==> config.mk <==
export PLATFORM = sky130hd
export DESIGN_NAME = srl_ctrl
export DESIGN_NICKNAME = d
export VERILOG_FILES = /design/src/rtl/srl_pkg.sv /design/src/rtl/srl_ctrl_pulse_timer.sv /design/src/rtl/srl_ctrl.sv
export SDC_FILE = /design/constraint.sdc
export NUM_CORES = 1
export LEC_CHECK = 0
export CORE_MARGIN = 4
export CORE_UTILIZATION = 49
export CTS_BUF_LIST = sky130_fd_sc_hd__clkbuf_2 sky130_fd_sc_hd__clkbuf_4 sky130_fd_sc_hd__clkbuf_8
export DETAILED_ROUTE_END_ITERATION = 8
export PLACE_DENSITY = 0.86
export SYNTH_ARGS = -nofsm -noshare
export SYNTH_HDL_FRONTEND = slang
export SYNTH_HIERARCHICAL = 1
export SYNTH_SLANG_ARGS = --single-unit
==> constraint.sdc <==
create_clock -name clk -period 2.2 [get_ports clk]
set_input_delay 0.44 -clock clk [delete_from_list [all_inputs] [get_ports clk]]
set_output_delay 0.44 -clock clk [all_outputs]
set_load 0.01 [all_outputs]
==> src/rtl/srl_pkg.sv <==
// Shared types and constants for the set/reset latch pulse controller.
package srl_pkg;

    typedef enum logic [1:0] {
        ST_IDLE  = 2'd0,
        ST_PULSE = 2'd1,
        ST_GAP   = 2'd2,
        ST_DONE  = 2'd3
    } state_t;

    typedef enum logic {
        OP_SET = 1'b0,
        OP_CLR = 1'b1
    } op_t;

    localparam int unsigned CNT_W       = 4;
    localparam int unsigned PULSE_W_DEF = 2;
    localparam int unsigned GAP_W_DEF   = 1;

endpackage

==> src/rtl/srl_ctrl_pulse_timer.sv <==
// Loadable down-counter shared by the PULSE and GAP phases; holds at zero.
module pulse_timer
    import srl_pkg::*;
(
    input  logic             clk,
    input  logic             rst,
    input  logic             load,
    input  logic [CNT_W-1:0] load_val,
    input  logic             dec,
    output logic             zero_c
);

    logic [CNT_W-1:0] count_q;

    always_ff @(posedge clk) begin
        if (rst) begin
            count_q <= '0;
        end else if (load) begin
            count_q <= load_val;
        end else if (dec && (count_q != '0)) begin
            count_q <= count_q - CNT_W'(1);
        end
    end

    assign zero_c = (count_q == '0);

endmodule

==> src/rtl/srl_ctrl.sv <==
// Drives an external S/R latch with timed active-low pulses and checks its feedback.
module srl_ctrl
    import srl_pkg::*;
#(
    parameter int unsigned PULSE_W = PULSE_W_DEF,
    parameter int unsigned GAP_W   = GAP_W_DEF
) (
    input  logic clk,
    input  logic rst,
    input  logic set_req,
    input  logic clr_req,
    input  logic q_fb,
    output logic s_n,
    output logic r_n,
    output logic set_ack,
    output logic clr_ack,
    output logic busy,
    output logic done,
    output logic err
);

    state_t           state_q, state_d;
    op_t              op_q, op_d;
    op_t              last_q, last_d;
    op_t              pick;
    logic             s_n_d, r_n_d, set_ack_d, clr_ack_d, done_d, err_d;
    logic             tmr_load, tmr_dec, tmr_zero;
    logic [CNT_W-1:0] tmr_val;

    pulse_timer u_timer (
        .clk     (clk),
        .rst     (rst),
        .load    (tmr_load),
        .load_val(tmr_val),
        .dec     (tmr_dec),
        .zero_c  (tmr_zero)
    );

    // Round-robin on contention: the op not granted last time wins.
    always_comb begin
        if (set_req && clr_req) begin
            pick = (last_q == OP_CLR) ? OP_SET : OP_CLR;
        end else begin
            pick = set_req ? OP_SET : OP_CLR;
        end
    end

    always_comb begin
        state_d   = state_q;
        op_d      = op_q;
        last_d    = last_q;
        s_n_d     = 1'b1;
        r_n_d     = 1'b1;
        set_ack_d = 1'b0;
        clr_ack_d = 1'b0;
        done_d    = 1'b0;
        err_d     = 1'b0;
        tmr_load  = 1'b0;
        tmr_dec   = 1'b0;
        tmr_val   = '0;
        unique case (state_q)
            ST_IDLE: begin
                if (set_req || clr_req) begin
                    state_d   = ST_PULSE;
                    op_d      = pick;
                    last_d    = pick;
                    tmr_load  = 1'b1;
                    tmr_val   = CNT_W'(PULSE_W - 1);
                    set_ack_d = (pick == OP_SET);
                    clr_ack_d = (pick == OP_CLR);
                    s_n_d     = (pick != OP_SET);
                    r_n_d     = (pick != OP_CLR);
                end
            end
            ST_PULSE: begin
                if (tmr_zero) begin
                    state_d  = ST_GAP;
                    tmr_load = 1'b1;
                    tmr_val  = CNT_W'(GAP_W - 1);
                end else begin
                    tmr_dec = 1'b1;
                    s_n_d   = (op_q != OP_SET);
                    r_n_d   = (op_q != OP_CLR);
                end
            end
            ST_GAP: begin
                if (tmr_zero) begin
                    state_d = ST_DONE;
                    done_d  = 1'b1;
                    err_d   = (op_q == OP_SET) ? ~q_fb : q_fb;
                end else begin
                    tmr_dec = 1'b1;
                end
            end
            ST_DONE: begin
                state_d = ST_IDLE;
            end
            default: begin
                state_d = ST_IDLE;
            end
        endcase
    end

    // State and all outputs registered together so outputs track state exactly.
    always_ff @(posedge clk) begin
        if (rst) begin
            state_q <= ST_IDLE;
            op_q    <= OP_SET;
            last_q  <= OP_CLR;
            s_n     <= 1'b1;
            r_n     <= 1'b1;
            set_ack <= 1'b0;
            clr_ack <= 1'b0;
            busy    <= 1'b0;
            done    <= 1'b0;
            err     <= 1'b0;
        end else begin
            state_q <= state_d;
            op_q    <= op_d;
            last_q  <= last_d;
            s_n     <= s_n_d;
            r_n     <= r_n_d;
            set_ack <= set_ack_d;
            clr_ack <= clr_ack_d;
            busy    <= (state_d != ST_IDLE);
            done    <= done_d;
            err     <= err_d;
        end
    end

endmodule

==> reports/qor.csv, run 1 <==
metric;value;unit
status;completed;
cts_root_buf;clkbuf_4;
max_freq;487;MHz
clkLatencyLatePin;0.28;ns
grt_max_degree;12;
dr.pass1.iters;4;
syn_inst;86;
ctsResizeCount;0;
clk_pin_slew;0.10;ns
io_buffers;11;
cts_buffers;3;
chipHeight;48.2;um
cp_data_arrival_time;2.24;ns
final_core_util;63.7;%
die_x;48.2;um
cts_sinks;15;
wl_met1;698;um
top_layer_used;met4;
timing.final.ws_setup;0.145;ns
worstSetupStartpointType;flip-flop;
core_area;1520;sq um
rsz0062_at_grt;true;
wl_per_cell;13.5;um
slew_viol_final;0;
antenna_cells;0;
finalSetupViolations;0;
synth_warnings;6;
gp_congestion;0.912;
area_growth;22.4;%
maxCapViolCount;0;
synth.distinct_cells;37;
p_leak;0.409;nW
wl_met3;88;um
cts-hold-fix-buffers;0;
tritoncts;done;
required;2.38;ns
io_pins;12;
fin_area;971;sq um
post_cts_buffers;0;
wl_met2;815;um
ys_seq_area_share;37.9;%
place_area;937;sq um
setup_tns;0;ns
dieArea;2330;sq um
finalHoldViolations;0;
drc_errors;0;
grt_pass1_vias;617;
end_kind;flip-flop;
pre_cts_slack;0.126;ns
path_class;flip-flop to flip-flop;
start_util;52.1;%
critPathMaxFanout;8;
grt-ovfl-total;0;
final.period_utilization;93.4;%
drive_gt1_share;16.3;%
viasPerCell;5.72;
nets;115;
first_iter_violations;14;
wirelength;1620;um
rows;14;
finClkSkew;0.00947;ns
htreeDepth;1;
grt_pass1_wl;2500;um
hpwl;1210;um
power_density;1270;nW/um^2
synth_area;793;sq um
antenna_left;0;
cts_buffer_depth;2;
fin_crit;2.05;ns
antenna_found_initial;0;
vias;686;
min_path_type;flip-flop to flip-flop;
grt_use_total;15.7;%
ys_ff_latch;15;
syn_avg_cell_area;9.22;sq um
vdd_drop_max;0.000602;V
-- per-stage QoR --
step           hold WS (ns)  total power, W  instances
3_3_place_gp          0.512         0.00102        116
2_1_floorplan         0.484        0.000875         88
4_1_cts               0.546         0.00121        120
5_1_grt               0.572         0.00132        120
6_report              0.548         0.00123        120
3_5_place_dp          0.534         0.00105        116
-- critical path, stage by stage, from the launching register on --
cell and delay [ns]:
dfxtp_1 0.33, inv_1 0.11, ha_1 0.21, or3b_4 0.45, clkinvlp_4 0.16, nand2_1 0.07
nand2_1 0.17, nor3_1 0.09, a311o_1 0.36
-- logic make-up after synthesis --
family / after synthesis / synth area share (%)
fa+ha+maj: 5 / 7.89
xor+xnor: 1 / 1.10
other cells: 1 / 0.473
simple gates: 31 / 21.8
mux: 1 / 1.26
flops: 15 / 37.9
buf+inv: 13 / 7.25
compound gates: 19 / 22.4
-- routing by layer --
layer  track usage [%]  up-vias
met2              29.4       17
li1                  -      336
met3              2.21        2
met5                 0        -
met1              17.3      331
met4              6.45        0
-- power breakdown --
part / leakage [nW] / switching (W) / total [W] / internal, W
registers: 0.124 / 0.0000636 / 0.000417 / 0.000354
logic: 0.267 / 0.000364 / 0.000655 / 0.000292
clock network: 0.0177 / 0.0000915 / 0.000159 / 0.0000674
-- layout by cell type, fill, tap and decap left out, drive strengths merged --
master	instances
o22a	1
nor2b	2
o21ai	4
o2111ai	1
and3	1
buf	3
nor2	8
xor2	1
nor4	2
a211oi	1
clkdlybuf4s50	11
a21o	1
nand4b	1
mux2i	1
a21oi	2
nand2b	2
a311oi	2
inv	10
clkinv	1
o41ai	1
clkbuf	3
a311o	1
a211o	1
o21bai	1
ha	5
nand2	6
or3b	1
nor3	6
a2111oi	1
nand3	1
clkinvlp	1
nor4b	1
o211a	1
o21a	1
dfxtp	15
conb	3
-- cell usage after synthesis, drive strengths merged --
library cell | count | area (sq um)
a2111oi | 1 | 27.5
a211o | 1 | 8.76
a211oi | 1 | 7.51
a21o | 1 | 7.51
a21oi | 2 | 10.0
a311o | 1 | 10.0
a311oi | 2 | 17.5
and3 | 1 | 6.26
buf | 2 | 16.3
conb | 1 | 3.75
dfxtp | 15 | 300
ha | 5 | 62.6
inv | 11 | 41.3
mux2i | 1 | 10.0
nand2 | 6 | 22.5
nand2b | 2 | 12.5
nand3 | 1 | 5.00
nand4b | 1 | 8.76
nor2 | 8 | 30.0
nor2b | 2 | 12.5
nor3 | 6 | 30.0
nor4 | 2 | 18.8
nor4b | 1 | 15.0
o2111ai | 1 | 15.0
o211a | 1 | 10.0
o21a | 1 | 7.51
o21ai | 4 | 23.8
o21bai | 1 | 7.51
o22a | 1 | 8.76
o41ai | 1 | 16.3
or3b | 1 | 11.3
xor2 | 1 | 8.76
-- state kept, by name, summed over array words and instances, names as in the netlist --
| register | count |
|---|---|
| busy | 1 |
| clr_ack | 1 |
| done | 1 |
| err | 1 |
| last_q | 1 |
| op_q | 1 |
| r_n | 1 |
| s_n | 1 |
| set_ack | 1 |
| state_q | 2 |
| u_timer/count_q | 4 |
-- area by class of cell --
cell class,instances,area (sq um)
Fill cell,134,553
Timing Repair Buffer,14,133
Tap cell,16,20.0
Inverter,11,45.0
Clock buffer,3,22.5
Multi-Input combinational cell,60,445
Clock inverter,1,5.00
Sequential cell,15,300
-- path summary, 6_finish.rpt --
path	to	slack, ns	depth (start not counted)	start
worst max-delay path	u_timer/count_q[1]	0.15	8	u_timer/count_q[1]
worst min-delay path	u_timer/count_q[2]	0.55	2	u_timer/count_q[2]
worst max register to register	u_timer/count_q[1]	0.15	8	u_timer/count_q[1]
worst min register to register	u_timer/count_q[2]	0.55	2	u_timer/count_q[2]
(Power assumes the default switching activity.)
==> run 2: changes to the inputs <==
--- a/config.mk
+++ b/config.mk
@@ -8,6 +8,7 @@
 export CORE_MARGIN = 4
 export CORE_UTILIZATION = 49
 export CTS_BUF_LIST = sky130_fd_sc_hd__clkbuf_2 sky130_fd_sc_hd__clkbuf_4 sky130_fd_sc_hd__clkbuf_8
+export CTS_CLUSTER_SIZE = 25
 export DETAILED_ROUTE_END_ITERATION = 8
 export PLACE_DENSITY = 0.86
 export SYNTH_ARGS = -nofsm -noshare
==> results of run 2 <==
Same layout as run 1: the final DEF is identical, and so are final timing and power.
==> run 3: changes to the inputs <==
--- a/config.mk
+++ b/config.mk
@@ -6,11 +6,11 @@
 export NUM_CORES = 1
 export LEC_CHECK = 0
 export CORE_MARGIN = 4
-export CORE_UTILIZATION = 49
+export CORE_UTILIZATION = 25
 export CTS_BUF_LIST = sky130_fd_sc_hd__clkbuf_2 sky130_fd_sc_hd__clkbuf_4 sky130_fd_sc_hd__clkbuf_8
 export CTS_CLUSTER_SIZE = 25
 export DETAILED_ROUTE_END_ITERATION = 8
-export PLACE_DENSITY = 0.86
+export PLACE_DENSITY = 0.55
 export SYNTH_ARGS = -nofsm -noshare
 export SYNTH_HDL_FRONTEND = slang
 export SYNTH_HIERARCHICAL = 1
==> reports/qor.csv, run 3 (synthesized netlist as in run 1, its figures left out) <==
metric;value;unit
status;completed;
max_freq;486;MHz
required;2.38;ns
cp_data_arrival_time;2.24;ns
clk_pin_slew;0.10;ns
tritoncts;done;
regToRegSetupSlack;0.14;ns
antenna_cells;0;
rows;20;
p_leak;0.435;nW
clkLatencyLatePin;0.29;ns
register_area;303;sq um
holdPathEnd;op_q;
reg2reg_from;u_timer/count_q[1];
slew_viol_final;0;
finalHoldViolations;0;
hpwl;1200;um
final_common_cell;dfxtp_1;
power_density;1240;nW/um^2
chipHeight;64.3;um
critPathMaxFanout;7;
grt_pass1_vias;655;
antenna_left;0;
layout_common_cells;dfxtp_1 (13), clkdlybuf4s50_1 (11), inv_1 (9), nor2_1 (8), buf_4 (8);
fin_crit;2.06;ns
cpPeakStageDelay;0.44;ns
start_util;26.0;%
area_growth;32.6;%
path_class;flip-flop to flip-flop;
dieArea;4140;sq um
gp_congestion;0.847;
final.period_utilization;93.6;%
drc_errors;0;
grt_max_degree;10;
die_x;64.3;um
wl_per_cell;10.6;um
wirelength;1620;um
min_path_type;flip-flop to flip-flop;
path_cells;inv_1 -> ha_1 -> or3b_4 -> clkinvlp_4 -> nand2_1 -> nand2_1 -> inv_1 -> a311oi_1;
stdcell_count;153;
setup_tns;0;ns
holdWs;0.548;ns
largest_register;u_timer/count_q;
crit_buf_inv;3;
reg.largest.list;u_timer/count_q: 4 flops, state_q: 2 flops;
dr.pass1.iters;4;
cts_buffer_depth;2;
end_kind;flip-flop;
htreeDepth;1;
worstHoldPathCells;2;
viasPerCell;4.41;
multiInputGateArea;452;sq um
rr_worst_depth;8;
cts_sinks;15;
core_area;3050;sq um
crit_slowest_cell;or3b_4;
fillCellCount;335;
critical_path.top_delay_family;simple AND/OR/NAND/NOR gates;
nets;120;
grt-ovfl-total;0;
worstSetupStartpointType;flip-flop;
cts_root_buf;clkbuf_4;
finalSetupViolations;0;
post-place-cells;147;
first_iter_violations;16;
final_core_util;34.5;%
antenna_found_initial;0;
io_pins;12;
io_buffers;11;
drive_gt1_share;21.1;%
reg2reg_to;u_timer/count_q[0];
vdd_drop_max;0.000270;V
grt_use_total;9.22;%
finClkSkew;0.00762;ns
grt_pass1_wl;2970;um
maxCapViolCount;0;
hold_start;op_q;
vias;675;
rsz0062_at_grt;false;
cts_buffers;3;
largest_reg_flops;4;
==> run 3: worst max path at each step <==
stage	cells past startpoint	to	slack, ns	start
2_1_floorplan	8	u_timer/count_q[3]	0.17	u_timer/count_q[1]
3_3_place_gp	8	u_timer/count_q[0]	0.17	u_timer/count_q[1]
3_5_place_dp	9	u_timer/count_q[3]	0.13	u_timer/count_q[1]
4_1_cts	9	u_timer/count_q[3]	0.09	u_timer/count_q[1]
5_1_grt	9	u_timer/count_q[3]	0.01	u_timer/count_q[0]
6_report	8	u_timer/count_q[0]	0.14	u_timer/count_q[1]
==> run 3: metrics by stage <==
step	area [sq um]	worst slack, ns	power (W)
final	1050	0.141	0.00131
after global placement	995	0.169	0.00105
after floorplan	801	0.171	0.000875
after CTS	1020	0.0865	0.00123
after detailed placement	995	0.126	0.00106
after global routing	1050	0.0125	0.00142
==> run 3: cell type report <==
class | instances | area share [%]
Inverter | 11 | 4.28
Timing Repair Buffer | 19 | 16.2
Clock buffer | 3 | 2.14
Clock inverter | 1 | 0.476
Tap cell | 44 | 5.23
Sequential cell | 15 | 28.8
Multi-Input combinational cell | 60 | 42.9
==> run 3: report_power, final <==
| part | switching [W] | total, W | internal [W] |
|---|---|---|---|
| logic | 0.000375 | 0.000715 | 0.000340 |
| clock network | 0.0000999 | 0.000168 | 0.0000677 |
| registers | 0.0000656 | 0.000423 | 0.000357 |
| total | 0.000541 | 0.00131 | 0.000765 |
==> run 3: worst min-delay path: stages (launching register included) <==
cell and delay (ns):
dfxtp_1 0.36, nor2_1 0.11, nor3_1 0.05
==> run 3: timing repair <==
action,CTS,global route
endpoints found under the setup margin,0,4
buffers inserted,0,2
hold buffers,0,0
resized for setup,0,4
==> run 3: per-layer routing <==
layer  vias to the layer above  track usage [%]  share of wire, %
met3                         4             1.76               4.3
li1                        347                -                 -
met5                         -                0                 0
met4                         0             7.12               2.7
met1                       309             11.9                47
met2                        15             13.3                46
==> patch (config.mk and constraints of run 3) <==
Make the reset (`rst`) asynchronous in 2 clocked blocks.
--- a/src/rtl/srl_ctrl_pulse_timer.sv
+++ b/src/rtl/srl_ctrl_pulse_timer.sv
@@ -12,7 +12,7 @@
 
     logic [CNT_W-1:0] count_q;
 
-    always_ff @(posedge clk) begin
+    always_ff @(posedge clk or posedge rst) begin
         if (rst) begin
             count_q <= '0;
         end else if (load) begin
--- a/src/rtl/srl_ctrl.sv
+++ b/src/rtl/srl_ctrl.sv
@@ -102,7 +102,7 @@
     end
 
     // State and all outputs registered together so outputs track state exactly.
-    always_ff @(posedge clk) begin
+    always_ff @(posedge clk or posedge rst) begin
         if (rst) begin
             state_q <= ST_IDLE;
             op_q    <= OP_SET;
Behaviour: differs if rst is asserted again (counterexample within 4 cycles, from zero or initial values and one cycle with rst high); with rst held inactive, the same outputs for 10 cycles.
==> patch against run 3 <==
Fmax increased by 2.0%. Clock skew is essentially flat. Cell count decreased by 5.2%. Final area is 1.7% lower. Core utilization decreased by 0.57 points. Area after synthesis is 1.3% higher. Wire length decreased by 6.9%. Setup slack better by 0.041 ns. Total power is 6.4% higher. Sequential cell count is the same.
==> patch: results (changes against run 3) <==
Critical Path Max Stage Delay: 0.42 ns (was 0.44 ns)
First-pass GRT wire length: 2650 µm (was 2970 µm)
Vias in the first global route: 598 (was 655)
CTS max path bufs: 2 (unchanged)
Routed wl met2: 716 µm (was 738 µm)
Top_reg_cell synth: dfrtp_1 (was dfxtp_1)
Clock transition at path regs: 0.09 ns
Setup bufs post-CTS: 0 (unchanged)
Clock skew: 0.00772 ns (was 0.00762 ns)
CP max FO: 7 (unchanged)
Post-synthesis cell type count: 38 (was 37)
DR vias/cell: 4.30 (was 4.41)
Setup TNS: 0 ns (unchanged)
Grt met1 use: 9.59% (was 11.9%)
Yosys warns: 6 (unchanged)
GRT met2 Usage: 13.1% (was 13.3%)
Area after DPL: 0.00100 mm² (was 995 µm²)
Hold Path Class: in -> async (was reg -> reg)
Power Sequential: 490 µW (was 423 µW)
Fin nets: 111 (was 120)
WL met1: 719 µm (was 767 µm)
Reg2Reg Capture Point: u_timer/count_q[3]$_DFFE_PP0P_ (was u_timer/count_q[0]$_SDFFE_PP0P_)
Share of post-route cells with drive strength above 1: 19.8% (was 21.1%)
WP data arrival: 2.18 ns (was 2.24 ns)
Sw power: 530 µW (was 541 µW)
Max Used Layer: met4 (unchanged)
Fraction of registers with async set/reset: 100% (was 0%)
FF-to-FF setup slack: 0.18 ns (was 0.14 ns)
R2r startpoint: u_timer/count_q[0]$_DFFE_PP0P_ (was u_timer/count_q[1]$_SDFFE_PP0P_)
DR WL met3: 42 µm (was 70 µm)
CP delay by family, top: simple AND/OR/NAND/NOR gates (unchanged)
Adder-Cell Fraction of Synth Area: 6.23% (was 7.89%)
Final RePlAce weighted congestion: 0.808 (was 0.847)
Routed wire length: 1510 µm (was 1620 µm)
Inserted Clock Buffers: 3 (unchanged)
Status: complete, no violations (unchanged)
Post-synth top cells: dfrtp_1, inv_1, nand2_1, a21oi_1, ha_1 (was dfxtp_1, inv_1, nor2_1, nand2_1, nor3_1)
Slowest cell on the critical path: or3b_4 (unchanged)
I/O Buffers: 11 (unchanged)
Leak: 0.000472 µW (was 0.000435 µW)
Initial DRT Pass Iterations: 2 (was 4)
Worst VDD drop: 298 µV (was 270 µV)
Synth top area cells: dfrtp_1, dfstp_2, ha_1 (was dfxtp_1, ha_1, inv_1)
Inserted Diodes: 0 (unchanged)
Post-synthesis mux area share: 0% (was 1.26%)
Sequential share of the synthesized area: 47.2% (was 37.9%)
Hpwl dp: 1200 µm (about the same)
All-Layer GR Usage: 8.35% (was 9.22%)
Xor and xnor area share after synthesis: 1.09% (was 1.10%)
Initial DRC Count: 27 (was 16)
Top Registers: u_timer/count_q x4, state_q x2 (unchanged)
Met3 usage: 2.25% (was 1.76%)
Largest net degree at the start of global routing: 12 (was 10)
Filler cell count: 326 (was 335)
Combinational Power: 740 µW (was 715 µW)
Compound-Gate Fraction of Synth Area: 20.4% (was 22.4%)
-- patch: changes by cell type in the layout (fill, tap and decap cells not counted), sizes merged, moves of 2 or more --
cell	before	now
a21oi	2	6
a311oi	2	0
and2	0	2
buf	8	5
dfrtp	0	12
dfstp	0	3
dfxtp	15	0
nor2	8	3
nor3	6	1
o21ai	4	6
-- patch: metrics by stage --
stage                     total power, µW  worst slack, ns  hold slack [ns]  std cells
after global routing                 1520           0.0791            0.376        145
final                                1390            0.183            0.380        145
after floorplan                       990            0.158            0.206         83
after detailed placement             1240           0.0743            0.532        141
after CTS                            1400           0.0588            0.380        145
after global placement               1220            0.208            0.517        141
-- patch: final cells by class --
class                           instances  area (µm²)  share of cell area, %
Sequential cell                        15         379                   36.6
Multi-Input combinational cell         57         392                   37.8
Inverter                                9        33.8                   3.26
Timing Repair Buffer                   16         148                   14.3
Clock buffer                            3        22.5                   2.18
Clock inverter                          1        5.00                  0.484
Tap cell                               44        55.1                   5.32
-- patch: worst max path at each step --
stage,depth (start not counted),start,end
after floorplan,9,u_timer/count_q[0]$_DFFE_PP0P_,u_timer/count_q[3]$_DFFE_PP0P_
after global placement,8,u_timer/count_q[0]$_DFFE_PP0P_,u_timer/count_q[3]$_DFFE_PP0P_
after detailed placement,8,u_timer/count_q[0]$_DFFE_PP0P_,u_timer/count_q[3]$_DFFE_PP0P_
after CTS,8,u_timer/count_q[0]$_DFFE_PP0P_,u_timer/count_q[3]$_DFFE_PP0P_
after global routing,8,u_timer/count_q[0]$_DFFE_PP0P_,u_timer/count_q[3]$_DFFE_PP0P_
final,8,u_timer/count_q[0]$_DFFE_PP0P_,u_timer/count_q[3]$_DFFE_PP0P_
-- patch: timing repair --
item	in CTS	in global routing
endpoints found under the setup margin	0	1
resized for setup	0	1
hold endpoints to repair	0	0
